--- config.mk ---
export PLATFORM = sky130hd
export DESIGN_NAME = pipelined_logic_unit
export DESIGN_NICKNAME = d
export VERILOG_FILES = /design/src/rtl/logic_unit_pkg.sv /design/src/rtl/logic_unit_stage.sv /design/src/rtl/pipelined_logic_unit.sv
export SDC_FILE = /design/constraint.sdc
export NUM_CORES = 1
export LEC_CHECK = 0
export BUFFER_PORTS_ARGS = -buffer_cell sky130_fd_sc_hd__buf_4
export CORE_ASPECT_RATIO = 0.8
export CORE_UTILIZATION = 45
export DETAILED_ROUTE_END_ITERATION = 12
export PLACE_DENSITY = 0.78
export SYNTH_ARGS = -nofsm -noshare
export SYNTH_HDL_FRONTEND = slang
export SYNTH_SLANG_ARGS = --single-unit
--- constraint.sdc ---
create_clock -name clk -period 1.6 [get_ports clk]
set_input_delay 0 -clock clk [delete_from_list [all_inputs] [get_ports clk]]
set_output_delay 0 -clock clk [all_outputs]
set_load 0.01 [all_outputs]
--- src/rtl/logic_unit_pkg.sv ---
// Shared definitions for the pipelined bitwise logic unit: operation codes
// and their encoding width.
package logic_unit_pkg;

  localparam int OP_W = 3;

  localparam logic [OP_W-1:0] OP_AND    = 3'd0;
  localparam logic [OP_W-1:0] OP_OR     = 3'd1;
  localparam logic [OP_W-1:0] OP_XOR    = 3'd2;
  localparam logic [OP_W-1:0] OP_ANDN   = 3'd3;
  localparam logic [OP_W-1:0] OP_ORN    = 3'd4;
  localparam logic [OP_W-1:0] OP_XNOR   = 3'd5;
  localparam logic [OP_W-1:0] OP_REDAND = 3'd6;
  localparam logic [OP_W-1:0] OP_REDOR  = 3'd7;

endpackage

--- src/rtl/logic_unit_stage.sv ---
// One elastic pipeline slice: a valid bit plus result and tag registers.
// Payload only moves when a valid op enters, so an emptied slice keeps its last value.
module logic_unit_stage #(
  parameter int WIDTH = 32,
  parameter int TAG_W = 5
) (
  input  logic             clk,
  input  logic             rst,
  input  logic             flush,
  input  logic             load,
  input  logic             d_valid,
  input  logic [WIDTH-1:0] d_data,
  input  logic [TAG_W-1:0] d_tag,
  output logic             q_valid,
  output logic [WIDTH-1:0] q_data,
  output logic [TAG_W-1:0] q_tag
);

  // NOTE: sequential state uses non-blocking assignments so every slice
  // samples its upstream neighbour's pre-edge value.
  always_ff @(posedge clk) begin
    if (rst) begin
      // NOTE: payload registers are reset too, because out_data/out_tag
      // must read zero after reset rather than stale contents.
      q_valid <= 1'b0;
      q_data  <= '0;
      q_tag   <= '0;
    end else if (flush) begin
      q_valid <= 1'b0;
    end else if (load) begin
      q_valid <= d_valid;
      if (d_valid) begin
        q_data <= d_data;
        q_tag  <= d_tag;
      end
    end
  end

endmodule

--- src/rtl/pipelined_logic_unit.sv ---
// WIDTH-bit bitwise logic unit with an elastic valid/ready pipeline of STAGES
// slices; the result is computed at the input and the slices only carry it.
module pipelined_logic_unit
  import logic_unit_pkg::*;
#(
  parameter int WIDTH  = 32,
  parameter int STAGES = 2,
  parameter int TAG_W  = 5
) (
  input  logic             clk,
  input  logic             rst,
  input  logic             flush,
  input  logic             in_valid,
  output logic             in_ready,
  input  logic [OP_W-1:0]  in_op,
  input  logic [WIDTH-1:0] in_a,
  input  logic [WIDTH-1:0] in_b,
  input  logic [TAG_W-1:0] in_tag,
  output logic             out_valid,
  input  logic             out_ready,
  output logic [WIDTH-1:0] out_data,
  output logic [TAG_W-1:0] out_tag,
  output logic             busy
);

  logic [WIDTH-1:0]  result;
  logic [STAGES-1:0] stage_valid;
  logic [STAGES-1:0] advance;
  logic [WIDTH-1:0]  stage_data [STAGES];
  logic [TAG_W-1:0]  stage_tag  [STAGES];

  // NOTE: the default assignment up front keeps this block free of latches.
  always_comb begin
    result = '0;
    case (in_op)
      OP_AND:    result = in_a & in_b;
      OP_OR:     result = in_a | in_b;
      OP_XOR:    result = in_a ^ in_b;
      OP_ANDN:   result = in_a & ~in_b;
      OP_ORN:    result = in_a | ~in_b;
      OP_XNOR:   result = ~(in_a ^ in_b);
      OP_REDAND: result[0] = &in_a;
      OP_REDOR:  result[0] = |in_a;
      default:   result = '0;
    endcase
  end

  // A slice may load when it, or any slice downstream of it, has room, or the
  // consumer is taking the head; walking from the output keeps this acyclic.
  always_comb begin : advance_chain
    logic room;
    room    = out_ready;
    advance = '0;
    for (int k = STAGES - 1; k >= 0; k--) begin
      room       = room | ~stage_valid[k];
      advance[k] = room;
    end
  end

  assign in_ready = ~flush & advance[0];

  for (genvar g = 0; g < STAGES; g++) begin : g_stage
    logic             up_valid;
    logic [WIDTH-1:0] up_data;
    logic [TAG_W-1:0] up_tag;

    if (g == 0) begin : g_head
      assign up_valid = in_valid;
      assign up_data  = result;
      assign up_tag   = in_tag;
    end else begin : g_body
      assign up_valid = stage_valid[g-1];
      assign up_data  = stage_data[g-1];
      assign up_tag   = stage_tag[g-1];
    end

    logic_unit_stage #(
      .WIDTH (WIDTH),
      .TAG_W (TAG_W)
    ) u_stage (
      .clk     (clk),
      .rst     (rst),
      .flush   (flush),
      .load    (advance[g]),
      .d_valid (up_valid),
      .d_data  (up_data),
      .d_tag   (up_tag),
      .q_valid (stage_valid[g]),
      .q_data  (stage_data[g]),
      .q_tag   (stage_tag[g])
    );
  end

  assign out_valid = stage_valid[STAGES-1];
  assign out_data  = stage_data[STAGES-1];
  assign out_tag   = stage_tag[STAGES-1];
  assign busy      = |stage_valid;

endmodule
-- Yosys cells after proc, flatten, opt, wreduce, memory -nomap -nowiden
Index checks and enable logic that the tools add are counted.
- register bits after elaboration: 76
- bits in latches: 0
- memory bits (writable): 0
- ROM bits: 0
- bits of input ports: 77
- output and inout port bits: 40
- memories: 0
- $add $sub $neg: 0
- multiply operators: 0
- div/mod/pow operators: 0
- magnitude comparators: 0
- equal/unequal tests: 7
- shift operators: 0
- mux-type cells: 2
- bitwise logic cells: 13
- reduce and logical (&&, ||, !) cells: 7
- operator list (kind ; count):
    $pmux 31 s6 ; 1
    $and 32x32->32 ; 2
    $not 32->32 ; 2
    $or 32x32->32 ; 2
    $reduce_and 32->1 ; 1
    $reduce_or 32->1 ; 1
    $xor 32x32->32 ; 1
    $eq 3x3->1 const B ; 4
    $pmux 1 s8 ; 1
    $eq 3x2->1 const B ; 2
    $reduce_and 3->1 ; 2
    $reduce_or 2->1 ; 2
    $eq 3x1->1 const B ; 1
    $logic_not 3->1 ; 1
    $not 1->1 ; 3
    $or 1x1->1 ; 2
    $and 1x1->1 ; 1

-- Depth between registers and ports, before layout
- word-level depth: 4
- mapped depth: 8
- mapped depth without buffers: 7

-- Cells and area by module
From an unflattened synthesis, not the netlist that was laid out.
- cell total of the unflattened synthesis: 758
- area, all modules: 7073.0 µm²
- modules (own cells, without submodules) (module ; instances ; cells each ; area each (µm²) ; seq. area each (µm²)):
    pipelined_logic_unit ; 1 ; 430 ; 3632.2 ; 0.0
    logic_unit_stage ; 2 ; 164 ; 1720.4 ; 760.7

-- Worst setup path before layout
Ideal clock, no wire load.
- kind: register -> register
- start: register g_stage[1].u_stage.q_valid
- end: register g_stage[1].u_stage.q_data[11]
- setup time: 0.070 ns
- arrival time: 1.279 ns
- required time: 1.530 ns
- setup slack: 0.251 ns
- stages on the path, launching flop included: 6
- buffers on the path: 1
- cells stage by stage: dfxtp_1 -> and2b_1 -> nand3b_1 -> buf_2 -> nand2_1 -> a21oi_1
- word-level cells in the longest chain between the ends: 3
- ends and longest elaborated chain (element ; RTL line ; RTL):
    start, declared ; logic_unit_stage.sv:14 ; output logic q_valid,
    start signal, assigned ; logic_unit_stage.sv:31 ; q_valid <= d_valid;
    $not 1->1 ; pipelined_logic_unit.sv:55 ; room = room | ~stage_valid[k];
    $or 1x1->1 ; pipelined_logic_unit.sv:55 ;
    $reduce_and 3->1 (no line) ; n/a ;
    end signal, assigned ; logic_unit_stage.sv:33 ; q_data <= d_data;
    end, declared ; logic_unit_stage.sv:15 ; output logic [WIDTH-1:0] q_data,
No other way between the ends.
A chain may end at the register's enable or synchronous reset.

-- Worst setup path after layout
- start: register g_stage[1].u_stage.q_valid
- end: register g_stage[0].u_stage.q_valid
- word-level cells in the longest chain between the ends: 3
- ends and longest elaborated chain (element ; RTL line):
    $not 1->1 ; pipelined_logic_unit.sv:55
    $or 1x1->1 (2 in a row) ; pipelined_logic_unit.sv:55
    end signal, assigned ; logic_unit_stage.sv:31
    end, declared ; logic_unit_stage.sv:14
No other way between the ends.

==> summary.txt <==
Logic synthesis
  – Cell variety after synth: 37
  – Ys Warns: 0
  – Sequential element share of the synthesized area: 24.8%
  – Post-synth net total: 952
  – Netlist area before placement: 6130 um2
  – Post-Syn Area per Cell: 8.20 um2
  – Number of standard cells after synthesis: 747
  – Synthesized flop and latch total: 76

Global route
  – Number of global-route vias before repair: 5370
  – Antenna violations before repair: 0
  – Largest net degree at the start of global routing: 42
  – Overall track demand over capacity in global routing: 23.4%
  – Global-route wire length before repair: 26400 um
  – Total overflow reported by the global router: 0

Power and ir drop
  – Switching Share: 27.1%
  – Leakage power figure: 3.68 nW
  – Internal power: 0.00391 W
  – Combinational share of power: 21.8%
  – Flop pwr share: 36.9%
  – IR drop worst, VDD: 0.472 mV
  – Post-layout total power: 0.00536 W
  – Sw power: 0.00145 W
  – Clock Power Share: 41.4%
  – Power density cells: 694 nW/um2

Drt
  – DRC violations left: 0
  – Count of antenna-violating nets left after detailed routing: 0
  – Via count: 5635
  – Via density: 5.39
  – Total length of routed wires: 16400 um
  – First-pass detailed-route iteration total: 5
  – Initial DRC Count: 406
  – Routed len/inst: 15.7 um

Critical path
  – Data required time at the worst endpoint: 1.82 ns
  – Crit path launch type: flop
  – Critical path start-end classification: reg -> reg
  – Largest fanout on the critical path: 5
  – Arr. time, crit path: 1.69 ns
  – Crit. End Element: flop

Clocking
  – Number of sinks on the clock net: 76
  – Root Buffer Master: clkbuf_16
  – Post-CTS Setup Repair Bufs: 0
  – Clock latency on the worst-skew pair: 0.33 ns
  – Clk buf depth: 2
  – Clock slew seen by the registers of the worst setup and hold paths: 0.06 ns
  – Number of buffers added by the clock tree synthesis step: 9
  – CTS tree: done
  – H-Tree Level Count: 3

Timing
  – Fin. max-slew vios: 0
  – Unrepaired setup endpoints after global routing: no
  – Final period util: 92.3%
  – Final total negative setup slack: 0 ns
  – Worst setup skew after layout: 0.00417 ns
  – Final setup viols: 0
  – Relative slew margins: 68.7%
  – Minimum clock period after layout: 1.48 ns
  – Final hold vios: 0
  – Peak Freq: 0.677 GHz
  – Worst-Margin Slew: 0.465 ns

Placement
  – Routability congestion estimate: 0.918
  – HPWL after detailed placement: 12400 um
  – Buffers on Ports: 116

Die
  – Initial core utilization: 46.9%
  – Core area: 13100 um2
  – Die X: 132 um
  – Die Area: 14100 um2
  – Y dimension of the die: 106 um
  – Number of placed I/O pins: 117
  – Number of placement rows: 37

Cells and area
  – Top library cells by usage in the layout, fill and taps aside: buf_4 (136), nand2_1 (129), ha_1 (128)
  – Diode count: 0
  – Final nets: 1071
  – Commonest non-fill, non-tap cell in the layout: buf_4
  – Share of final-layout standard cells stronger than drive strength 1: 22.3%
  – Final core utilization: 59.2%
  – Area growth syn-to-layout: 26.1%

Hold path
  – Class of the most critical hold timing path: in -> reg

Flow run
  – Reported max-cap violation count: 0

Outcome
  – Status: finished clean
==> timing repair <==
item	in CTS	in global routing
endpoints found under the hold margin	7	0
hold buffers	7	0
gates resized for setup	0	3
endpoints found under the setup margin	0	9
==> area by class of cell <==
| class | instances | area (um2) |
|---|---|---|
| Inverter | 68 | 255 |
| Fill cell | 1184 | 5330 |
| Multi-Input combinational cell | 558 | 4130 |
| Sequential cell | 76 | 1520 |
| Tap cell | 175 | 219 |
| Clock buffer | 10 | 239 |
| Timing Repair Buffer | 153 | 1260 |
| Clock inverter | 6 | 93.8 |
==> sequential cells by signal, indices dropped and copies added, names as in the netlist <==
register	count
g_stage.u_stage.q_data	64
g_stage.u_stage.q_valid	2
g_stage.u_stage.q_tag	10
==> synth_stat cells (all sizes together) <==
master,count,area [um2]
o22ai,28,175
inv,68,255
mux2i,38,380
nor3,11,55.1
nand2b,4,25.0
nand4,8,50.1
o21ai,46,230
nor2,20,75.1
buf,25,145
o41a,1,11.3
and2,1,6.26
a211o,1,8.76
nand3b,4,30.0
nor2b,1,6.26
a221o,1,10.0
ha,128,1600
clkbuf,20,76.3
nand2,129,484
nand4b,2,32.5
a2bb2oi,12,105
or2,1,6.26
nor3b,1,18.8
dfxtp,76,1520
a21oi,70,350
and3,1,6.26
a22oi,8,60.1
nor4,10,68.8
and2b,1,7.51
nand3,4,20.0
mux2,27,304
==> worst paths after layout <==
| kind | slack, ns | cells past startpoint | end | from |
|---|---|---|---|---|
| hold reg to reg | 0.45 | 2 | g_stage[1].u_stage.q_tag[2] | g_stage[0].u_stage.q_tag[2] |
| hold / removal | 0.1 | 2 | g_stage[1].u_stage.q_data[11] | rst |
| setup reg to reg | 0.12 | 4 | g_stage[0].u_stage.q_valid | g_stage[1].u_stage.q_valid |
| setup / recovery | 0.12 | 4 | g_stage[0].u_stage.q_valid | g_stage[1].u_stage.q_valid |
==> worst max-delay path, cell delays in order, from the launching register on <==
cell	delay, ns
dfxtp_1	0.33
and2b_1	0.23
a21oi_1	0.18
nor3_1	0.06
dlygate4sd3_1	0.57
==> stage by stage <==
step | hold WS, ns | instances | cell area [um2] | setup WS, ns
after floorplan | 0.0441 | 747 | 6130 | 0.251
after global placement | 0.233 | 1023 | 7310 | 0.186
after detailed placement | 0.233 | 1023 | 7310 | 0.126
after CTS | 0.0918 | 1046 | 7720 | 0.126
after global routing | 0.118 | 1046 | 7730 | 0.0146
final | 0.0952 | 1046 | 7730 | 0.123
==> metal layers <==
metal  global-route usage, %  vias to the layer above  routed length [um]  part of all wire [%]
met5                       0                        -                   0                     0
met4                    9.93                        0                 403                   2.5
met3                    3.05                       31                1120                   6.8
met2                    36.1                      212                6950                    42
met1                    32.7                     2614                7970                    48
li1                        -                     2778                   -                     -
==> power groups by stage <==
stage                     Sequential, W  Combinational, W  Clock [W]
after floorplan                 0.00201          0.000658          0
after global placement          0.00202           0.00110          0
after detailed placement        0.00202           0.00113          0
after CTS                       0.00198           0.00115    0.00224
after global routing            0.00198           0.00128    0.00232
final                           0.00198           0.00117    0.00222
==> logic make-up (layout without fill, tap and decap cells) <==
kind of cell | count (synthesis) | in the layout | synth area share, %
compound gates | 167 | 167 | 15.5
fa+ha+maj | 128 | 128 | 26.1
buf+inv | 113 | 237 | 7.78
flops | 76 | 76 | 24.8
mux | 65 | 65 | 11.2
simple gates | 198 | 198 | 14.6
No activity file was read; power rests on OpenSTA's default activity.
